`src/rtl/seq_detector_param.sv`:
```
// Parametrised serial bit-pattern detector with input qualification and a saturating match counter.
// Optional runtime-loadable pattern enabled by defining SEQDET_RUNTIME_PAT_EN.
module seq_detector_param #(
  parameter int unsigned       PAT_W   = 4,
  parameter logic [PAT_W-1:0]  PATTERN = 4'b1001,
  parameter bit                OVERLAP = 1'b1,
  parameter int unsigned       CNT_W   = 8
) (
  input  logic             clk,
  input  logic             reset,
  input  logic             din_valid,
  input  logic             din,
  input  logic             cnt_clr,
  output logic             dout,
  output logic [CNT_W-1:0] match_count,
  output logic             armed
`ifdef SEQDET_RUNTIME_PAT_EN
  ,
  input  logic             pat_load,
  input  logic [PAT_W-1:0] pat_in
`endif
);

  localparam int unsigned HIST_W = PAT_W - 1;
  localparam int unsigned FILL_W = $clog2(PAT_W);
  localparam logic [FILL_W-1:0] FILL_MAX = FILL_W'(PAT_W - 1);
  localparam logic [CNT_W-1:0]  CNT_MAX  = '1;

  typedef enum logic {
    ST_FILL  = 1'b0,
    ST_ARMED = 1'b1
  } state_t;

  state_t              state_q, state_d;
  logic [FILL_W-1:0]   fill_q, fill_d;
  logic [HIST_W-1:0]   hist_q, hist_d;
  logic [CNT_W-1:0]    cnt_d;
  logic                dout_d;
  logic                armed_d;
  logic [PAT_W-1:0]    pat_q;
  logic                load_c;
  logic                match_c;

`ifdef SEQDET_RUNTIME_PAT_EN
  // Runtime pattern register, reset to the elaboration-time pattern.
  always_ff @(posedge clk) begin
    if (reset) begin
      pat_q <= PATTERN;
    end else if (pat_load) begin
      pat_q <= pat_in;
    end
  end
  assign load_c = pat_load;
`else
  assign pat_q  = PATTERN;
  assign load_c = 1'b0;
`endif

  // A load discards the bit on the same edge, so it can never match.
  assign match_c = (state_q == ST_ARMED) && din_valid && !load_c &&
                   ({hist_q, din} == pat_q);

  always_comb begin
    state_d = state_q;
    fill_d  = fill_q;
    hist_d  = hist_q;
    dout_d  = 1'b0;
    cnt_d   = match_count;

    if (load_c) begin
      state_d = ST_FILL;
      fill_d  = '0;
    end else if (din_valid) begin
      hist_d = HIST_W'({hist_q, din});
      dout_d = match_c;
      if (state_q == ST_FILL) begin
        fill_d = fill_q + FILL_W'(1);
        if (fill_d == FILL_MAX) begin
          state_d = ST_ARMED;
        end
      end else if (match_c && !OVERLAP) begin
        fill_d  = '0;
        state_d = ST_FILL;
      end
    end

    // Clear wins over increment, but a same-edge match still counts once.
    if (cnt_clr) begin
      cnt_d = match_c ? CNT_W'(1) : '0;
    end else if (match_c && (match_count != CNT_MAX)) begin
      cnt_d = match_count + CNT_W'(1);
    end

    armed_d = (state_d == ST_ARMED);
  end

  always_ff @(posedge clk) begin
    if (reset) begin
      state_q     <= ST_FILL;
      fill_q      <= '0;
      hist_q      <= '0;
      dout        <= 1'b0;
      match_count <= '0;
      armed       <= 1'b0;
    end else begin
      state_q     <= state_d;
      fill_q      <= fill_d;
      hist_q      <= hist_d;
      dout        <= dout_d;
      match_count <= cnt_d;
      armed       <= armed_d;
    end
  end

endmodule

```
`config.mk`:
```
export PLATFORM = sky130hd
export DESIGN_NAME = seq_detector_param
export DESIGN_NICKNAME = d
export VERILOG_FILES = /design/src/rtl/seq_detector_param.sv
export SDC_FILE = /design/constraint.sdc
export NUM_CORES = 1
export LEC_CHECK = 0
export BUFFER_PORTS_ARGS = -buffer_cell sky130_fd_sc_hd__buf_2
export CORE_MARGIN = 2
export CORE_UTILIZATION = 45
export CTS_CLUSTER_DIAMETER = 150
export DETAILED_ROUTE_END_ITERATION = 10
export PLACE_DENSITY = 0.77
export SYNTH_ARGS = -nofsm -noshare
export SYNTH_HDL_FRONTEND = slang
export SYNTH_SLANG_ARGS = --single-unit
export TNS_END_PERCENT = 50
```
`constraint.sdc`:
```
create_clock -name clk -period 3.6 [get_ports clk]
set_clock_uncertainty 0.05 [all_clocks]
set_input_delay 0.72 -clock clk [delete_from_list [all_inputs] [get_ports clk]]
set_output_delay 0.72 -clock clk [all_outputs]
set_load 0.01 [all_outputs]
```
==> out/qor.yml <==
setup_viol: 0
avgSynthCellArea_sq_um: 9.20
clk_pin_slew_worst_paths_ps: 90
cap_violations: 0
internal-power_w: 0.000222
die_h_um: 43.7
critPathKind: "in2reg"
ys_top_cells_by_area: "dfxtp_1 (42%), mux2i_1 (5.7%), nor2_1 (4.8%)"
yosysTopAreaCell: "dfxtp_1"
core-area_sq_um: 1490
drive_above_1_share: 0.231
vias: 619
syn_inst: 77
cts_max_path_buffers: 2
clock_sink_count: 15
ys_warn_count: 0
worst-path-buf-inv: 1
clk_latency_ps: 280
synth_area_sq_um: 708
portBuffers: 14
min_from: "match_count[4]$_SDFFE_PP0P_"
diodes: 0
crit_family: "simple AND/OR/NAND/NOR gates"
grt_overflow: 0
combPwrFrac: 0.071
io_pins: 15
min_to: "match_count[4]$_SDFFE_PP0P_"
num_rows: 14
cts_setup_buffers: 0
initial_core_util: 0.476
fmax_ghz: 0.527
layout_commonest_cell: "dfxtp_1"
grt_pass1_vias: 536
drtPass1Iterations: 4
r2r_slack_ps: 1890
wl_um: 1290
min_path_cells: 2
die-area_sq_um: 1910
seq_area_frac_synth: 0.424
synth-seq-cells: 15
r2r-start: "hist_q[1]$_SDFFE_PP0P_"
path_cells: "buf_2 > and4bb_1 > nand3_2 > or4b_1 > o211a_1"
endpoint_kind: "flop"
cts_made_buffers: 3
slew_viol_final: 0
slew_headroom: 0.772
gp_congestion: 0.733
slowest_delay_ps: 570
ant_nets: 0
grt_setup_unrepaired: "false"
die_x_um: 43.7
startpoint_type: "input port"
worstPathRequired_ps: 3730
irDropWorstVdd_mv: 0.176
whs_ps: 451
hp-class: "reg2reg"
synth-async-reset-ratio: 0
grt.total_usage: 0.152
drt_iter0_drc: 8
worst_pin_slew_ps: 339
syn-num-nets: 84
outcome: "finished clean"
synthFlopType: "dfxtp_1"
power_frac_clock: 0.332
finalCriticalPeriod_ps: 1900
area_delta_synth_final_pct: 12.7
arrival_ps: 2030
antenna_found_initial: 0
power_frac_seq: 0.597
cts.htree.levels: 1
wire_per_inst_um: 12.1
synth_top_area_frac: 0.424
reg2reg_depth: 4
yosysUniqueCellTypes: 32
p_leak_nw: 0.335
synth_edf_count: 0
grt_start_max_net_pins: 14
grt_pass1_wl_um: 2220
cts_tree: "built"
hold_violations: 0
swShare: 0.240
fin_setup_tns_ps: 0
ctsResizeCount: 0
vias_per_cell: 5.79
finalCritPeriodShare: 0.527
final_nets: 99
drc: 0
power_density_nw_per_um2: 365
slowest_stage: "or4b_1"
hpwl_um: 952
root_buffer: "clkbuf_4"
final_cell_mix: "dfxtp_1 (15), buf_2 (14), nor2_1 (9)"
cp_max_fo: 13
p_switching_w: 0.0000700
worst_r2r_endpoint: "match_count[6]$_SDFFE_PP0P_"
holdBufCountCts: 0
## per-stage QoR
step                total power, W  instances  utilization  setup slack, ps  cell area [sq um]
floorplan                 0.000193         77            -             1600                708
global placement          0.000198        103        0.518             1470                771
detailed placement        0.000199        103        0.518             1420                771
CTS                       0.000294        107        0.536             1710                798
global route              0.000304        107        0.536             1590                798
finish                    0.000292        107        0.536             1700                798
## synth_stat cells, types with 2 or more instances
cell type / count
a21oi_1: 6
and4_1: 2
dfxtp_1: 15
ha_1: 2
inv_1: 2
mux2i_1: 4
nand2_1: 6
nand3_1: 3
nor2_1: 9
o31ai_1: 2
o41ai_1: 2
or4_1: 4
## layout make-up
type                            count  area (sq um)
Fill cell                         139           691
Sequential cell                    15           300
Tap cell                           16          20.0
Inverter                            2          7.51
Timing Repair Buffer               14          70.1
Multi-Input combinational cell     56           373
Clock inverter                      1          5.00
Clock buffer                        3          22.5
## routing by layer
metal  track usage  routed length (um)  vias to the layer above  part of all wire
li1              -                   -                      312                 -
met1         0.210                 643                      291              0.50
met2         0.229                 580                       12              0.45
met3        0.0250                  49                        4             0.038
met4        0.0727                  17                        0             0.013
met5             0                   0                        -                 0
## worst register-to-register path, delay by kind of cell (launching register included)
kind	cells	cell delay (ps)
flops	1	330
simple gates	3	1100
compound gates	1	130
## cells by family after synthesis
family | count (synthesis) | share of synthesized area
compound gates | 15 | 0.143
xor+xnor | 1 | 0.0124
flops | 15 | 0.424
buf+inv | 6 | 0.0495
mux | 4 | 0.0565
fa+ha+maj | 2 | 0.0353
simple gates | 34 | 0.279
## power by group through the flow
| stage | registers [W] | clock network, W | logic [W] |
|---|---|---|---|
| final | 0.000174 | 0.0000969 | 0.0000207 |
| after global routing | 0.000175 | 0.000105 | 0.0000235 |
| after CTS | 0.000174 | 0.0000992 | 0.0000211 |
| after detailed placement | 0.000178 | 0 | 0.0000209 |
| after global placement | 0.000178 | 0 | 0.0000200 |
| after floorplan | 0.000178 | 0 | 0.0000154 |
## flip-flops by register name (all words and copies together) (netlist names)
register / cells
hist_q: 3
dout: 1
match_count: 8
state_q: 1
fill_q: 2
## worst max-delay path by stage
stage               startpoint                     endpoint  slack [ps]  cells past startpoint
floorplan            din_valid  match_count[2]$_SDFFE_PP0P_        1600                      6
global placement     din_valid  match_count[6]$_SDFFE_PP0P_        1470                      5
detailed placement   din_valid  match_count[6]$_SDFFE_PP0P_        1420                      5
CTS                  din_valid  match_count[6]$_SDFFE_PP0P_        1710                      5
global route         din_valid  match_count[7]$_SDFFE_PP0P_        1590                      5
finish               din_valid  match_count[6]$_SDFFE_PP0P_        1700                      5
Note: power is estimated with default switching activity, not from simulation.
